### src/rtl/riscv_pkg.sv
`default_nettype none
// ============================================================================
// Package  : riscv_pkg
// Purpose  : Definitions shared by the fetch front end and the decode/hazard
//            logic: datapath width, the canonical NOP encoding, and the
//            fetch-stage state encoding.
// Revision : 1.0 - initial release
// ============================================================================
package riscv_pkg;

  localparam int XLEN = 32;

  // addi x0, x0, 0
  localparam logic [XLEN-1:0] NOP_INSTR = 32'h0000_0013;

  typedef enum logic [1:0] {
    IDLE = 2'd0,   // request to instruction memory is being presented
    WAIT = 2'd1,   // one request accepted, response outstanding
    HOLD = 2'd2    // response captured, held while decode is stalled
  } fetch_state_t;

endpackage : riscv_pkg
`default_nettype wire

### src/rtl/fetch_stage.sv
`default_nettype none
// ============================================================================
// Module   : fetch_stage
// Purpose  : Instruction-fetch front end. Owns the PC and runs a single-
//            outstanding request/response handshake with instruction memory,
//            presenting the fetched word to the IF/ID register.
// Ports    :
//   clk, rst              clock and synchronous active-high reset
//   StallF                hold the presented instruction, do not advance
//   PCSrcE, PCTargetE     redirect request and target from execute
//   imem_req, imem_addr   request to instruction memory (addr word aligned)
//   imem_gnt              request accepted this cycle
//   imem_rvalid/rdata     response from instruction memory
//   instrF, PCF,          instruction, its PC and PC+4 for the IF/ID register
//   PCPulse4F, validF     validF qualifies the three above
// Revision : 1.0 - initial release
// ============================================================================
module fetch_stage
  import riscv_pkg::*;
#(
  parameter logic [XLEN-1:0] RESET_PC  = 32'h0000_0000,
  parameter logic [XLEN-1:0] NOP_INSTR = riscv_pkg::NOP_INSTR
) (
  input  logic            clk,
  input  logic            rst,
  input  logic            StallF,
  input  logic            PCSrcE,
  input  logic [XLEN-1:0] PCTargetE,
  output logic            imem_req,
  output logic [XLEN-1:0] imem_addr,
  input  logic            imem_gnt,
  input  logic            imem_rvalid,
  input  logic [XLEN-1:0] imem_rdata,
  output logic [XLEN-1:0] instrF,
  output logic [XLEN-1:0] PCF,
  output logic [XLEN-1:0] PCPulse4F,
  output logic            validF
);

  fetch_state_t    state;
  logic [XLEN-1:0] pc_q;          // address of the next request
  logic [XLEN-1:0] req_pc_q;      // address of the outstanding request
  logic            kill_q;        // outstanding response must be discarded
  logic [XLEN-1:0] hold_instr_q;
  logic [XLEN-1:0] hold_pc_q;

  // --------------------------------------------------------------------------
  // State update
  // --------------------------------------------------------------------------
  always_ff @(posedge clk) begin
    if (rst) begin
      pc_q         <= RESET_PC;
      req_pc_q     <= RESET_PC;
      kill_q       <= 1'b0;
      state        <= IDLE;
      hold_instr_q <= '0;
      hold_pc_q    <= '0;
    end else begin
      case (state)
        IDLE: begin
          if (imem_gnt) begin
            req_pc_q <= pc_q;
            state    <= WAIT;
            // A redirect in the grant cycle makes this request stale.
            kill_q   <= PCSrcE;
          end
          if (PCSrcE) begin
            pc_q <= PCTargetE;
          end
        end

        WAIT: begin
          if (imem_rvalid) begin
            state  <= IDLE;
            kill_q <= 1'b0;
            if (PCSrcE) begin
              pc_q <= PCTargetE;
            end else if (!kill_q) begin
              if (StallF) begin
                hold_instr_q <= imem_rdata;
                hold_pc_q    <= req_pc_q;
                state        <= HOLD;
              end else begin
                pc_q <= req_pc_q + 32'd4;
              end
            end
          end else if (PCSrcE) begin
            // Response still in flight: mark it for discard on arrival.
            pc_q   <= PCTargetE;
            kill_q <= 1'b1;
          end
        end

        HOLD: begin
          if (PCSrcE) begin
            pc_q  <= PCTargetE;
            state <= IDLE;
          end else if (!StallF) begin
            pc_q  <= hold_pc_q + 32'd4;
            state <= IDLE;
          end
        end

        default: state <= IDLE;
      endcase
    end
  end

  // --------------------------------------------------------------------------
  // Outputs. A live response is passed straight through in its arrival cycle
  // so a fetch costs only request + response cycles.
  // --------------------------------------------------------------------------
  always_comb begin
    imem_req  = (state == IDLE);
    imem_addr = {pc_q[XLEN-1:2], 2'b00};
    validF    = 1'b0;
    instrF    = NOP_INSTR;
    PCF       = pc_q;
    case (state)
      WAIT: begin
        if (imem_rvalid && !kill_q && !PCSrcE) begin
          validF = 1'b1;
          instrF = imem_rdata;
          PCF    = req_pc_q;
        end
      end
      HOLD: begin
        if (!PCSrcE) begin
          validF = 1'b1;
          instrF = hold_instr_q;
          PCF    = hold_pc_q;
        end
      end
      default: ;
    endcase
  end

  assign PCPulse4F = PCF + 32'd4;

endmodule : fetch_stage
`default_nettype wire

### config.mk
export PLATFORM = sky130hd
export DESIGN_NAME = fetch_stage
export DESIGN_NICKNAME = d
export VERILOG_FILES = /design/src/rtl/riscv_pkg.sv /design/src/rtl/fetch_stage.sv
export SDC_FILE = /design/constraint.sdc
export NUM_CORES = 1
export LEC_CHECK = 0
export CORE_MARGIN = 2
export CORE_UTILIZATION = 57
export CTS_BUF_LIST = sky130_fd_sc_hd__clkbuf_4 sky130_fd_sc_hd__clkbuf_8
export DETAILED_ROUTE_END_ITERATION = 10
export HOLD_SLACK_MARGIN = 0.02
export PLACE_DENSITY = 0.87
export SLEW_MARGIN = 10
export SYNTH_ARGS = -nofsm -noshare
export SYNTH_HDL_FRONTEND = slang
export SYNTH_SLANG_ARGS = --single-unit
### constraint.sdc
create_clock -name clk -period 7.4 [get_ports clk]
set_clock_uncertainty 0.1 [all_clocks]
set_input_delay 1.11 -clock clk [delete_from_list [all_inputs] [get_ports clk]]
set_output_delay 1.11 -clock clk [all_outputs]
set_load 0.01 [all_outputs]
Word level (Yosys, flattened, before mapping) --
Cells that the tools add are included.
Word-level totals: bits in registers 131, bits in latches 0, memory bits (writable) 0, memory bits (read-only) 0, bits of input ports 70, output and inout bits 130, word-level logic and storage cells 60, memories 0
Cells by class: $add $sub $neg 3, multiply operators 0, div/mod/pow operators 0, magnitude comparators 0, eq/ne operators 8, shifts and indexed selects 0, mux-type cells 29, bitwise gates (word level) 2, reduce and logical (&&, ||, !) cells 12
Operators by type and width (number):
- $mux W32 | 11
- $pmux W32 S2 | 2
- $add A32 B3 Y32 const B | 3
- $pmux W32 S3 | 1
- $mux W2 | 7
- $ne A4 B4 Y1 const B | 2
- $ne A3 B3 Y1 const B | 2
- $pmux W2 S3 | 1
- $reduce_and A3 Y1 | 2
- $mux W1 | 5
- $reduce_and A5 Y1 | 1
- $pmux W1 S2 | 2
- $reduce_and A4 Y1 | 1
- $reduce_bool A3 Y1 | 1
- $eq A2 B1 Y1 const B | 1
- $eq A2 B2 Y1 const B | 1
- $logic_and A1 B1 Y1 | 2
- $logic_not A1 Y1 | 2
- $logic_not A2 Y1 | 1
- $ne A2 B1 Y1 const B | 1
- $ne A2 B2 Y1 const B | 1
- $not A1 Y1 | 2
- $reduce_and A2 Y1 | 1
- $reduce_bool A2 Y1 | 1

Longest topological paths before layout --
word-level depth 6, mapped depth 13, mapped depth without buffers 10

Worst setup path after synthesis --
Ideal clock, no wire load.
kind input port to output port, start point input PCSrcE, end point output PCPulse4F[26], arrival time 3.136 ns, path slack 3.054 ns, stages on the path 10, cells stage by stage nor2_1 buf_2 buf_2 a32oi_1 and2_1 inv_1 ha_1 nand4_1 nor4_1 xor2_1
On the way: cells in the longest elaborated chain, start to end 5, elaborated cells between the ends (all ways) 6, those cells by class add/sub: 1; mux: 3; reduce/logical: 2
Ends and longest elaborated chain:
- start, declared | RTL line fetch_stage.sv:27 | input logic PCSrcE,
- $logic_not A1 Y1
- $logic_and A1 B1 Y1 | RTL line fetch_stage.sv:121 | if (imem_rvalid && !kill_q && !PCSrcE) begin
- $mux W32 | RTL line fetch_stage.sv:121
- $pmux W32 S2 * | RTL line fetch_stage.sv:119 | case (state)
- via PCF[2] | RTL line fetch_stage.sv:35 | output logic [XLEN-1:0] PCF,
- $add A32 B3 Y32 * | RTL line fetch_stage.sv:138 | assign PCPulse4F = PCF + 32'd4;
- end, declared | RTL line fetch_stage.sv:36 | output logic [XLEN-1:0] PCPulse4F,
The timed path passes the listed nets; every way through them passes the cells marked *.

Worst setup path in the final report --
start point register state[1], end point output PCPulse4F[31]
On the way: cells in the longest elaborated chain, start to end 3, elaborated cells between the ends (all ways) 4, those cells by class add/sub: 1; eq/ne: 2; mux: 1
Ends and longest elaborated chain:
- start, declared | RTL line fetch_stage.sv:40 | fetch_state_t state;
- start signal, assigned | RTL line fetch_stage.sv:55 | state <= IDLE;
- start signal, assigned | RTL line fetch_stage.sv:63 | state <= WAIT;
- start signal, assigned | RTL line fetch_stage.sv:74 | state <= IDLE;
- $eq A2 B2 Y1 / $eq A2 B1 Y1 (equally long branches) | RTL line fetch_stage.sv:119
- $pmux W32 S2 * | RTL line fetch_stage.sv:119
- $add A32 B3 Y32 * | RTL line fetch_stage.sv:138
Mark *: on every way between the ends. The rest lies on a longest branch, timed or not.

==> flow_metrics.py <==
metrics = {
    "clock_network": {
        "cts_tree": "yes",
        "cts.reportedPaths.clkPinSlew_ns": 0.08,
        "post_cts_resized": 0,
        "cts_max_level": 4,
        "clkLatencyLatePin_ns": 0.46,
        "cts_root_buf": "clkbuf_8",
        "cts_hold_buf": 0,
        "cts_inserted_buffers": 17,
        "post_cts_buffers": 0,
        "cts_sinks": 131,
        "clock_path_buffers": 2,
    },
    "pwr": {
        "swShare_pct": 31.65,
        "finalPower_mw": 1.996,
        "power.leakage_nw": 3.797,
        "internal_power_mw": 1.364,
        "p_sw_uw": 631.6,
        "ir_worst_vdd_uv": 127.5,
        "power.share.sequential_pct": 39.8,
        "pwr-share-clk_pct": 34.4,
        "combPwrFrac_pct": 25.8,
        "p_per_area_nw_per_um2": 184.7,
    },
    "critical_path": {
        "endpoint_kind": "output port",
        "critPathKind": "register to output port",
        "reg2reg_to": "pc_q[14]",
        "cp.required_ns": 6.19,
        "r2r_cells": 9,
        "cp-start-kind": "register",
        "r2r_setup_slack_ns": 3.64,
        "startpoint": "state[1]",
        "cp_max_fo": 28,
        "cp_data_arrival_time_ns": 5.13,
        "timing.rr.start": "state[1]",
        "endpoint": "PCPulse4F[31]",
    },
    "die": {
        "io_pins": 200,
        "die_h_um": 127.6,
        "core_um2": 15090,
        "start_util_pct": 57.74,
        "die_w_um": 127.6,
        "num_rows": 45,
        "dieArea_um2": 16290,
    },
    "sta": {
        "hold_viol": 0,
        "relSlewSlack_pct": 18.39,
        "rsz0062_at_grt": "false",
        "drv_slew": 0,
        "worst-slew-pin-transition_ns": 1.222,
        "min_period_ns": 6.336,
        "finalSetupViolCount": 0,
        "clock.fmax_mhz": 157.8,
        "tns_ns": 0,
        "finalCritPeriodShare_pct": 85.62,
    },
    "yosys": {
        "synthesis.area_per_instance_um2": 7.261,
        "ys_ff_latch": 131,
        "ys_types": 60,
        "synth-async-reset-ratio_pct": 0,
        "seq_area_frac_synth_pct": 30.10,
        "yosysWarnings": 0,
        "synth_area_um2": 8713,
        "synthFlopType": "dfxtp_1",
        "synthesis.instances": 1200,
        "synth_edf_count": 0,
    },
    "layout": {
        "fin_nets": 1372,
        "nFillCells": 1234,
        "antennaDiodeCount": 0,
        "multi_input_area_um2": 5300,
        "stdcell_count": 1495,
        "final_area_um2": 10800,
        "register_area_um2": 2623,
        "syn2layout_area_growth_pct": 23.98,
        "drive_gt1_share_pct": 5.050,
    },
    "drt": {
        "drt-pass1-iter-count": 8,
        "antenna_left": 0,
        "drc_errors": 0,
        "dr.first_iter.drc_count": 1344,
        "wl_mm": 29.77,
        "via_per_inst": 6.591,
        "wl_per_cell_um": 19.91,
        "vias": 9853,
    },
    "placement": {
        "dp_cells": 1463,
        "postPlaceCellArea_um2": 10350,
        "place_hpwl_mm": 20.82,
        "port_buffers": 197,
        "routabilityCongestion": 0.9894,
    },
    "grt": {
        "grt_overflow": 0,
        "grt_pass1_vias": 8856,
        "grt_pass1_wl_mm": 46.22,
        "grt_use_total_pct": 35.64,
        "grt_max_degree": 91,
        "antenna_found_initial": 0,
    },
    "job": {
        "maxCapViolCount": 0,
    },
    "run_status": {
        "outcome": "complete, no violations",
    },
    "hold_path": {
        "hold_class": "register to register",
    },
}
power groups by stage:
stage | Combinational, mW | Sequential (mW) | Clock, mW
global placement | 0.498 | 0.806 | 0
CTS | 0.507 | 0.790 | 0.690
global route | 0.548 | 0.797 | 0.723
detailed placement | 0.504 | 0.806 | 0
finish | 0.514 | 0.794 | 0.687
floorplan | 0.303 | 0.777 | 0
synth_stat cells (all sizes together) (2+ instances only):
cell,n,share of area [%]
a211o,2,0.20
o21ai,31,1.8
o22ai,2,0.14
and4b,3,0.34
and4,7,0.70
a22oi,18,1.6
o211ai,28,2.4
a221o,8,0.92
nor2b,5,0.36
a21oi,117,6.7
buf,63,4.8
or3,4,0.29
a32oi,27,2.7
xnor2,31,3.1
o221ai,4,0.40
o21a,8,0.69
a31o,2,0.20
and3,11,0.79
clkbuf,77,3.3
a21o,2,0.17
mux2,3,0.39
nand2,263,11
a2111oi,3,0.30
nand4,15,1.1
and2,15,1.1
nor2,48,2.1
a22o,32,3.2
nand2b,9,0.65
ha,8,1.1
nand3,40,2.3
a222oi,11,1.3
o21bai,2,0.17
nand3b,2,0.17
a221oi,9,0.90
nor3,29,1.7
a31oi,10,0.72
dfxtp,131,30
or2,3,0.22
nor4,25,1.9
xor2,43,4.3
nor3b,3,0.26
inv,25,1.1
a211oi,10,0.86
per-layer routing:
metal  global-route usage [%]  wire length, um  vias up
met1                    46.30            11220     4537
met4                    15.84             1216        0
met3                    11.81             4672      118
li1                         -                -     4440
met2                    53.98            12660      758
met5                        0                0        -
through the flow:
| step | util (%) | setup WS, ns | hold WS [ns] |
|---|---|---|---|
| after floorplan | - | 3.054 | 0.3360 |
| after global placement | 68.58 | 1.342 | 0.3409 |
| final | 71.59 | 1.064 | 0.3558 |
| after CTS | 71.59 | 1.123 | 0.3579 |
| after detailed placement | 68.58 | 1.273 | 0.3487 |
| after global routing | 71.59 | 0.7625 | 0.3714 |
cell usage in the layout (no fill, tap or decap), types with 18 or more instances in the layout:
master / instances
xnor2_1: 31
o21ai_0: 30
inv_1: 25
nand2_1: 263
dfxtp_1: 131
clkbuf_8: 20
nor3_1: 29
a32oi_1: 27
a21oi_1: 117
o211ai_1: 28
clkdlybuf4s50_1: 196
a22o_1: 32
buf_4: 18
nor2_1: 47
a22oi_1: 18
nor4_1: 24
nand3_1: 39
xor2_1: 43
worst max-delay path: stages, from the launching register on:
cell and delay (ns):
dfxtp_1 0.35, inv_1 0.09, ha_1 0.61, nand2b_1 0.90, o211ai_1 0.21, a222oi_1 0.71, nand3_1 0.57, nor4_1 0.47
xnor2_1 0.18, clkdlybuf4s50_1 0.56
how the worst min path moves through the flow:
stage / startpoint / to / slack, ns / depth (start not counted)
final: hold_instr_q[17] / hold_instr_q[17] / 0.36 / 2
after global routing: hold_instr_q[17] / hold_instr_q[17] / 0.37 / 2
after CTS: hold_instr_q[17] / hold_instr_q[17] / 0.36 / 2
after detailed placement: hold_instr_q[6] / hold_instr_q[6] / 0.35 / 2
after global placement: hold_instr_q[23] / hold_instr_q[23] / 0.34 / 2
after floorplan: hold_instr_q[10] / hold_instr_q[10] / 0.34 / 2
sequential cells by signal, indices dropped and copies added (netlist names):
signal,flops
req_pc_q,32
state,2
kill_q,1
hold_pc_q,32
pc_q,32
hold_instr_q,32
cells by family after synthesis:
group                    after synthesis  synth area share, %
AND/OR/NAND/NOR                      486                25.67
AO/OA/AOI/OAI                        331                25.86
buffers and inverters                165                9.233
flip-flops                           131                30.10
XOR/XNOR                              74                7.438
adder cells (fa/ha/maj)                8                1.149
multiplexers                           4               0.5026
other                                  1              0.04304
area by class of cell:
| class | count | share of cell area (%) |
|---|---|---|
| inverter | 25 | 0.8687 |
| clock inverter | 12 | 1.656 |
| sequential | 131 | 24.28 |
| tap | 188 | 2.177 |
| timing repair buffer | 214 | 19.41 |
| clock buffer | 20 | 2.548 |
| multi-input combinational | 905 | 49.06 |
No activity file was read; power rests on OpenSTA's default activity.
